## config.mk

```make
export PLATFORM = sky130hd
export DESIGN_NAME = vga_timing_gen
export DESIGN_NICKNAME = d
export VERILOG_FILES = /design/src/rtl/vga_timing_pkg.sv /design/src/rtl/vga_timing_gen.sv
export SDC_FILE = /design/constraint.sdc
export NUM_CORES = 1
export LEC_CHECK = 0
export CORE_MARGIN = 2
export CORE_UTILIZATION = 35
export DETAILED_ROUTE_END_ITERATION = 10
export GPL_ROUTABILITY_DRIVEN = 0
export SLEW_MARGIN = 20
export SYNTH_ARGS = -nofsm -noshare
export SYNTH_HDL_FRONTEND = slang
export SYNTH_SLANG_ARGS = --single-unit
```

## constraint.sdc

```tcl
create_clock -name clk -period 3.9 [get_ports clk]
set_clock_uncertainty 0.05 [all_clocks]
set_input_delay 0.78 -clock clk [delete_from_list [all_inputs] [get_ports clk]]
set_output_delay 0.78 -clock clk [all_outputs]
set_load 0.01 [all_outputs]
```

## src/rtl/vga_timing_pkg.sv

```systemverilog
// Shared VGA timing constants and filter-mode encoding for the display path.
package vga_timing_pkg;

  // Default 640x480@60 timing, counted in pixel clocks / lines.
  localparam int DEF_CLK_DIV   = 4;
  localparam int DEF_H_VISIBLE = 640;
  localparam int DEF_H_FRONT   = 16;
  localparam int DEF_H_SYNC    = 96;
  localparam int DEF_H_BACK    = 48;
  localparam int DEF_V_VISIBLE = 480;
  localparam int DEF_V_FRONT   = 10;
  localparam int DEF_V_SYNC    = 2;
  localparam int DEF_V_BACK    = 33;
  localparam bit DEF_SYNC_POL  = 1'b0;

  localparam int DEF_H_TOTAL = DEF_H_VISIBLE + DEF_H_FRONT + DEF_H_SYNC + DEF_H_BACK;
  localparam int DEF_V_TOTAL = DEF_V_VISIBLE + DEF_V_FRONT + DEF_V_SYNC + DEF_V_BACK;

  // Raster counters are 10 bits wide, so totals above this cannot be represented.
  localparam int MAX_TOTAL = 1023;

  typedef enum logic [2:0] {
    FILT_PASS   = 3'b000,
    FILT_MOSAIC = 3'b001,
    FILT_RSVD2  = 3'b010,
    FILT_RSVD3  = 3'b011,
    FILT_RSVD4  = 3'b100
  } filt_mode_e;

  // True when a parameter set fits the divider and the 10-bit counters.
  function automatic bit timing_legal(input int clk_div, input int h_total, input int v_total);
    return (clk_div >= 1) && (clk_div <= 16) &&
           (h_total <= MAX_TOTAL) && (v_total <= MAX_TOTAL);
  endfunction

endpackage

```

## src/rtl/vga_timing_gen.sv

```systemverilog
// VGA raster generator: pixel-rate enable, h/v counters, registered sync/DE
// decode, line/frame pulses and a frame-synchronous filter-mode shadow register.
module vga_timing_gen
  import vga_timing_pkg::*;
#(
  parameter int CLK_DIV   = DEF_CLK_DIV,
  parameter int H_VISIBLE = DEF_H_VISIBLE,
  parameter int H_FRONT   = DEF_H_FRONT,
  parameter int H_SYNC    = DEF_H_SYNC,
  parameter int H_BACK    = DEF_H_BACK,
  parameter int V_VISIBLE = DEF_V_VISIBLE,
  parameter int V_FRONT   = DEF_V_FRONT,
  parameter int V_SYNC    = DEF_V_SYNC,
  parameter int V_BACK    = DEF_V_BACK,
  parameter bit SYNC_POL  = DEF_SYNC_POL
) (
  input  logic       clk,
  input  logic       reset,
  input  logic [2:0] filter_sel_req,
  input  logic       filter_sel_upd,
  output logic       pclk_en,
  output logic       h_sync,
  output logic       v_sync,
  output logic       DE,
  output logic [9:0] x_pixel,
  output logic [9:0] y_pixel,
  output logic       line_start,
  output logic       frame_start,
  output logic [2:0] filter_sel,
  output logic       filter_sel_pending
);

  localparam int H_TOTAL = H_VISIBLE + H_FRONT + H_SYNC + H_BACK;
  localparam int V_TOTAL = V_VISIBLE + V_FRONT + V_SYNC + V_BACK;

  localparam logic [3:0] TICK_LAST = 4'(CLK_DIV - 1);
  localparam logic [9:0] H_LAST    = 10'(H_TOTAL - 1);
  localparam logic [9:0] V_LAST    = 10'(V_TOTAL - 1);
  localparam logic [9:0] H_VIS     = 10'(H_VISIBLE);
  localparam logic [9:0] V_VIS     = 10'(V_VISIBLE);
  localparam logic [9:0] HS_BEG    = 10'(H_VISIBLE + H_FRONT);
  localparam logic [9:0] HS_END    = 10'(H_VISIBLE + H_FRONT + H_SYNC - 1);
  localparam logic [9:0] VS_BEG    = 10'(V_VISIBLE + V_FRONT);
  localparam logic [9:0] VS_END    = 10'(V_VISIBLE + V_FRONT + V_SYNC - 1);

  // Refuse to elaborate with a divider or totals the counters cannot hold.
  generate
    if (!timing_legal(CLK_DIV, H_TOTAL, V_TOTAL)) begin : g_bad_params
      $error("vga_timing_gen: CLK_DIV must be 1..16 and H/V totals must not exceed 1023");
    end
  endgenerate

  logic [3:0] tick;
  logic [9:0] h_cnt;
  logic [9:0] v_cnt;
  logic [9:0] h_next;
  logic [9:0] v_next;
  logic       h_wrap;
  logic       frame_wrap;
  logic [2:0] sel_q;
  logic [2:0] pend_val;
  logic       pend_q;

  // Pixel enable comes straight from the divider state and is held off in reset.
  assign pclk_en    = (tick == TICK_LAST) && !reset;
  assign h_wrap     = pclk_en && (h_cnt == H_LAST);
  assign frame_wrap = h_wrap && (v_cnt == V_LAST);

  assign x_pixel            = h_cnt;
  assign y_pixel            = v_cnt;
  assign filter_sel         = sel_q;
  assign filter_sel_pending = pend_q;

  // Pixel divider: free-running 0..CLK_DIV-1.
  always_ff @(posedge clk) begin
    // NOTE: state registers use non-blocking assignment so every register
    // samples the pre-edge values of the others, independent of block order.
    if (reset) begin
      tick <= '0;
    end else if (tick == TICK_LAST) begin
      tick <= '0;
    end else begin
      tick <= tick + 4'd1;
    end
  end

  // Next raster position; decoded outputs are registered from it so they line up with the counters.
  always_comb begin
    // NOTE: every signal gets a default before the conditional logic so no
    // path leaves it unassigned, which would infer a latch.
    h_next = h_cnt;
    v_next = v_cnt;
    if (pclk_en) begin
      if (h_wrap) begin
        h_next = '0;
        v_next = (v_cnt == V_LAST) ? 10'd0 : v_cnt + 10'd1;
      end else begin
        h_next = h_cnt + 10'd1;
      end
    end
  end

  // Raster counters plus registered DE, sync and line/frame pulses.
  always_ff @(posedge clk) begin
    if (reset) begin
      h_cnt       <= '0;
      v_cnt       <= '0;
      DE          <= 1'b0;
      h_sync      <= ~SYNC_POL;
      v_sync      <= ~SYNC_POL;
      line_start  <= 1'b0;
      frame_start <= 1'b0;
    end else begin
      h_cnt       <= h_next;
      v_cnt       <= v_next;
      DE          <= (h_next < H_VIS) && (v_next < V_VIS);
      h_sync      <= ((h_next >= HS_BEG) && (h_next <= HS_END)) ? SYNC_POL : ~SYNC_POL;
      v_sync      <= ((v_next >= VS_BEG) && (v_next <= VS_END)) ? SYNC_POL : ~SYNC_POL;
      line_start  <= h_wrap;
      frame_start <= frame_wrap;
    end
  end

  // Filter-mode shadow: requests wait for the wrap into (0,0) so a frame never mixes modes.
  always_ff @(posedge clk) begin
    if (reset) begin
      sel_q    <= FILT_PASS;
      pend_val <= FILT_PASS;
      pend_q   <= 1'b0;
    end else if (frame_wrap) begin
      // A strobe coinciding with the boundary is newer than anything pending.
      if (filter_sel_upd) begin
        sel_q <= filter_sel_req;
      end else if (pend_q) begin
        sel_q <= pend_val;
      end
      pend_q <= 1'b0;
    end else if (filter_sel_upd) begin
      pend_val <= filter_sel_req;
      pend_q   <= 1'b1;
    end
  end

endmodule

```

* After elaboration in Yosys (flattened, before gate mapping)
Cells that the tools add are included.
Operators by class: add/sub/neg operators 3, $lt $le $gt $ge 6, eq/ne operators 3, muxes and demuxes 9, bitwise logic cells 1, reductions and logical operators 12
Operator list (count):
- $mux 10 | 5
- $add 10x1->10 const B | 2
- $eq 10x10->1 const B | 2
- $ge 10x10->1 const B | 1
- $ge 10x9->1 const B | 1
- $le 10x10->1 const B | 1
- $le 10x9->1 const B | 1
- $lt 10x10->1 const B | 1
- $lt 10x9->1 const B | 1
- $logic_and 1x1->1 | 6
- $mux 3 | 2
- $add 4x1->4 const B | 1
- $eq 4x2->1 const B | 1
- $reduce_and 2->1 | 2
- $reduce_or 2->1 | 2
- $mux 1 | 2
- $reduce_bool 2->1 | 1
- $logic_not 1->1 | 1
- $not 1->1 | 1
Word-level totals: register bits after elaboration 36, bits of input ports 6, output and inout port bits 30, word-level logic and storage cells 45

* Depth between registers and ports, before layout
depth after elaboration 8, gate-level depth with buffers 9, mapped depth without buffers 7

* Worst setup path after synthesis
Ideal clock, no wire load.
kind in2reg, start point input port reset, end point register v_sync, arrival time 2348 ps, slack 1368 ps, stages on the path 7, cell sequence or4b_1 > buf_2 > clkinv_2 > and4_4 > mux2_2 > a31oi_1 > nand4_1
On the way: longest elaborated chain between the ends 8
Ends and longest elaborated chain:
- start, declared | RTL line vga_timing_gen.sv:18 | input logic reset,
- $logic_not 1->1 | RTL line vga_timing_gen.sv:65 | assign pclk_en = (tick == TICK_LAST) && !reset;
- $logic_and 1x1->1 | RTL line vga_timing_gen.sv:65
- $logic_and 1x1->1 | RTL line vga_timing_gen.sv:66 | assign h_wrap = pclk_en && (h_cnt == H_LAST);
- $mux 10 | RTL line vga_timing_gen.sv:94 | if (h_wrap) begin
- $mux 10 | RTL line vga_timing_gen.sv:93 | if (pclk_en) begin
- $ge 10x9->1 or $le 10x9->1 (tied branches) | RTL line vga_timing_gen.sv:118 | v_sync <= ((v_next >= VS_BEG) && (v_next <= VS_END)) ? SYNC_POL : ~SYNC_POL;
- $logic_and 1x1->1 | RTL line vga_timing_gen.sv:118
- $mux 1 | RTL line vga_timing_gen.sv:118
- end signal, assigned | RTL line vga_timing_gen.sv:110 | v_sync <= ~SYNC_POL;
- end signal, assigned | RTL line vga_timing_gen.sv:118
- end, declared | RTL line vga_timing_gen.sv:23 | output logic v_sync,
Several ways; a longest one is shown, not always the timed one. A chain may end at the register's enable or synchronous reset.

* Worst setup path after layout
start point input port reset, end point output port pclk_en
On the way: longest elaborated chain between the ends 2
Ends and longest elaborated chain:
- $logic_not 1->1 | RTL line vga_timing_gen.sv:65
- $logic_and 1x1->1 | RTL line vga_timing_gen.sv:65
- end, declared | RTL line vga_timing_gen.sv:21 | output logic pclk_en,
Every way passes these cells.

==> impl_metrics.csv <==
group,metric,value,unit
floorplan,die_x,76.7,um
timing,finalSetupViolCount,0,
cts,worst_skew_pair.late_latency,0.28,ns
setup_path,path_common_cell,"clkdlybuf4s50_1",
power,switching_power,0.161,mW
layout,layout-drive-gt1-share,9.47,%
synthesis,yosys.area.top_type,"dfxtp_1",
synthesis,ys_async_sr_fraction,0,%
timing,setup_tns,0,ns
floorplan,dieArea,5890,um2
timing,timing.final.crit_period,3.46,ns
setup_path,required,3.07,ns
setup_path,end_kind,"primary output",
min_path,min_path_type,"flip-flop to flip-flop",
cts,root_buffer,"clkbuf_8",
global_route,grt_pass1_wl,6890,um
global_route,antenna_found_initial,0,
cts,cts_buffer_depth,2,
power,power_frac_clock,40.2,%
detailed_routing,avgViaCountPerCell,4.96,
layout,nets,252,
setup_path,cpMaxStageDelayCell,"or4b_1",
layout,final_cells,313,
power,pwr-share-seq,54.2,%
detailed_routing,drt-pass1-iter-count,4,
synthesis,avgSynthCellArea,8.73,um2
synthesis,synth_edf_count,0,
timing,fin_crit_sh,88.6,%
power,swShare,23.0,%
timing,fmax,289,MHz
detailed_routing,drtIter0Drc,75,
floorplan,start_util,36.3,%
power,leakagePower,0.776,nW
setup_path,crit_buf_inv,3,
setup_path,cp.arrival,2.63,ns
layout,layout_commonest_cell,"dfxtp_1",
timing,slew_violations,0,
timing,rsz0062_at_grt,"no",
synthesis,ys_top_cells_by_area,"dfxtp_1, nor2_1, xnor2_1",
layout,final_area,2340,um2
power,combPwrFrac,5.6,%
detailed_routing,via_count,1553,
synthesis,synth_cell_type_count,51,
cts,cts-buffers-inserted,5,
setup_path,startpoint_type,"input pin",
floorplan,num_rows,26,
setup_path,crit_family,"buffers and inverters",
place,dpl_cell_area,2240,um2
synthesis,syn_nets,222,
synthesis,synthCells,212,
detailed_routing,wl,4000,um
cts,cts_tree,"yes",
setup_path,worst_path_largest_cell_delay,0.65,ns
timing,hold_ws,0.398,ns
cts,htreeDepth,2,
global_route,grt_pass1_vias,1439,
cts,cts.sinks,36,
synthesis,yosys_register_bits,36,
detailed_routing,wl_per_cell,12.8,um
cts,clk_pin_slew,0.08,ns
synthesis,seq_area_frac_synth,38.9,%
floorplan,fp.coreArea,5110,um2
layout,final_cell_mix,"dfxtp_1, clkdlybuf4s50_1, nor2_1",
status,status,"completed",
job,drv_cap,0,
place,hpwl,2820,um
synthesis,syn_area,1850,um2
global_route,gr-usage-all-layers,14.4,%
setup_path,crit_chain,"clkdlybuf4s50_1 -> or4b_1 -> clkinv_2 -> clkdlybuf4s50_1",
timing,tightestPinTransition,0.413,ns
detailed_routing,post-route-drc-count,0,
floorplan,ios,36,
cts,cts_resized,0,
global_route,gr-total-overflow,0,
layout,area.growth.synth_to_final,26.1,%
cts,holdBufCountCts,0,
timing,hold_viol_final,0,
power,internal-power,0.539,mW
setup_path,critPathKind,"input pin to primary output",
global_route,grt_max_degree,25,
cts,post_cts_buffers,0,
synthesis,synth_top_area_share,38.9,%
setup_path,path_max_fanout,13,
floorplan,die_y,76.7,um
power,ir_drop,0.218,mV
detailed_routing,ant_nets,0,
place,io_buffers,35,
layout,diodes,0,
synthesis,yosys_warnings,0,
place,numPlacedInstances,305,
power,fin_total_pwr,0.700,mW
synthesis,synthFlopType,"dfxtp_1",
power,power_density,300,nW/um2
timing,max-slew-margin-rel,72.1,%
==> path summary, 6_finish.rpt <==
check | start | to | slack, ns | cells after the start
setup reg to reg | tick[0]$_SDFF_PP0_ | v_sync$_SDFF_PP1_ | 1.35 | 7
setup / recovery | reset | pclk_en | 0.44 | 4
hold / removal | tick[0]$_SDFF_PP0_ | tick[0]$_SDFF_PP0_ | 0.40 | 1
hold reg to reg | tick[0]$_SDFF_PP0_ | tick[0]$_SDFF_PP0_ | 0.40 | 1
==> cell usage after synthesis (2+ instances only) <==
| cell | count |
|---|---|
| mux2_2 | 4 |
| nor4bb_1 | 2 |
| nand3_1 | 19 |
| xnor2_1 | 11 |
| ha_1 | 4 |
| or3_1 | 3 |
| clkbuf_1 | 10 |
| nand4_1 | 4 |
| xor2_1 | 5 |
| a21oi_1 | 7 |
| a41oi_1 | 2 |
| nand2b_1 | 2 |
| nor2_1 | 27 |
| nor3_1 | 5 |
| mux2i_1 | 6 |
| and3_1 | 3 |
| inv_1 | 5 |
| dfxtp_1 | 36 |
| and4b_1 | 2 |
| nand2_1 | 14 |
| a31oi_1 | 2 |
| and2_1 | 3 |
| buf_4 | 2 |
| o21ai_0 | 4 |
| nor2b_1 | 4 |
==> flip-flops by register name (all words and copies together), names as in the netlist <==
signal	count
tick	4
pend_val	3
v_sync	1
x_pixel	10
filter_sel_pending	1
frame_start	1
y_pixel	10
DE	1
line_start	1
h_sync	1
filter_sel	3
==> final cells by class <==
| type | count | area, um2 |
|---|---|---|
| timing repair buffer | 36 | 358 |
| sequential | 36 | 721 |
| inverter | 6 | 23.8 |
| fill | 524 | 2770 |
| tap | 70 | 87.6 |
| clock inverter | 2 | 13.8 |
| clock buffer | 6 | 82.6 |
| multi-input combinational | 157 | 1050 |
==> routing by layer <==
layer	share of wire [%]	up-vias	routed length (um)	GRT usage [%]
met2	43	32	1730	22.5
met4	1.1	0	43	4.00
li1	-	816	-	-
met3	4.3	5	172	4.24
met5	0	-	0	0
met1	51	700	2060	19.4
==> kinds of logic after synthesis <==
kind of cell    synth area share, %
xor+xnor                       7.57
fa+ha+maj                      2.70
mux                            5.68
buf+inv                        4.39
flops                          38.9
simple gates                   32.0
compound gates                 8.78
==> through the flow <==
stage	worst slack (ns)	util, %
2_1_floorplan	1.37	-
6_report	0.443	45.7
4_1_cts	0.435	45.7
3_3_place_gp	0.446	43.9
5_1_grt	0.379	45.7
3_5_place_dp	0.431	43.9
==> power by group through the flow <==
stage / registers [mW] / logic, mW / clock network, mW
5_1_grt: 0.380 / 0.0431 / 0.315
3_5_place_dp: 0.388 / 0.0397 / 0
4_1_cts: 0.379 / 0.0398 / 0.293
6_report: 0.379 / 0.0393 / 0.281
2_1_floorplan: 0.388 / 0.0218 / 0
3_3_place_gp: 0.388 / 0.0394 / 0
(Power assumes the default switching activity.)
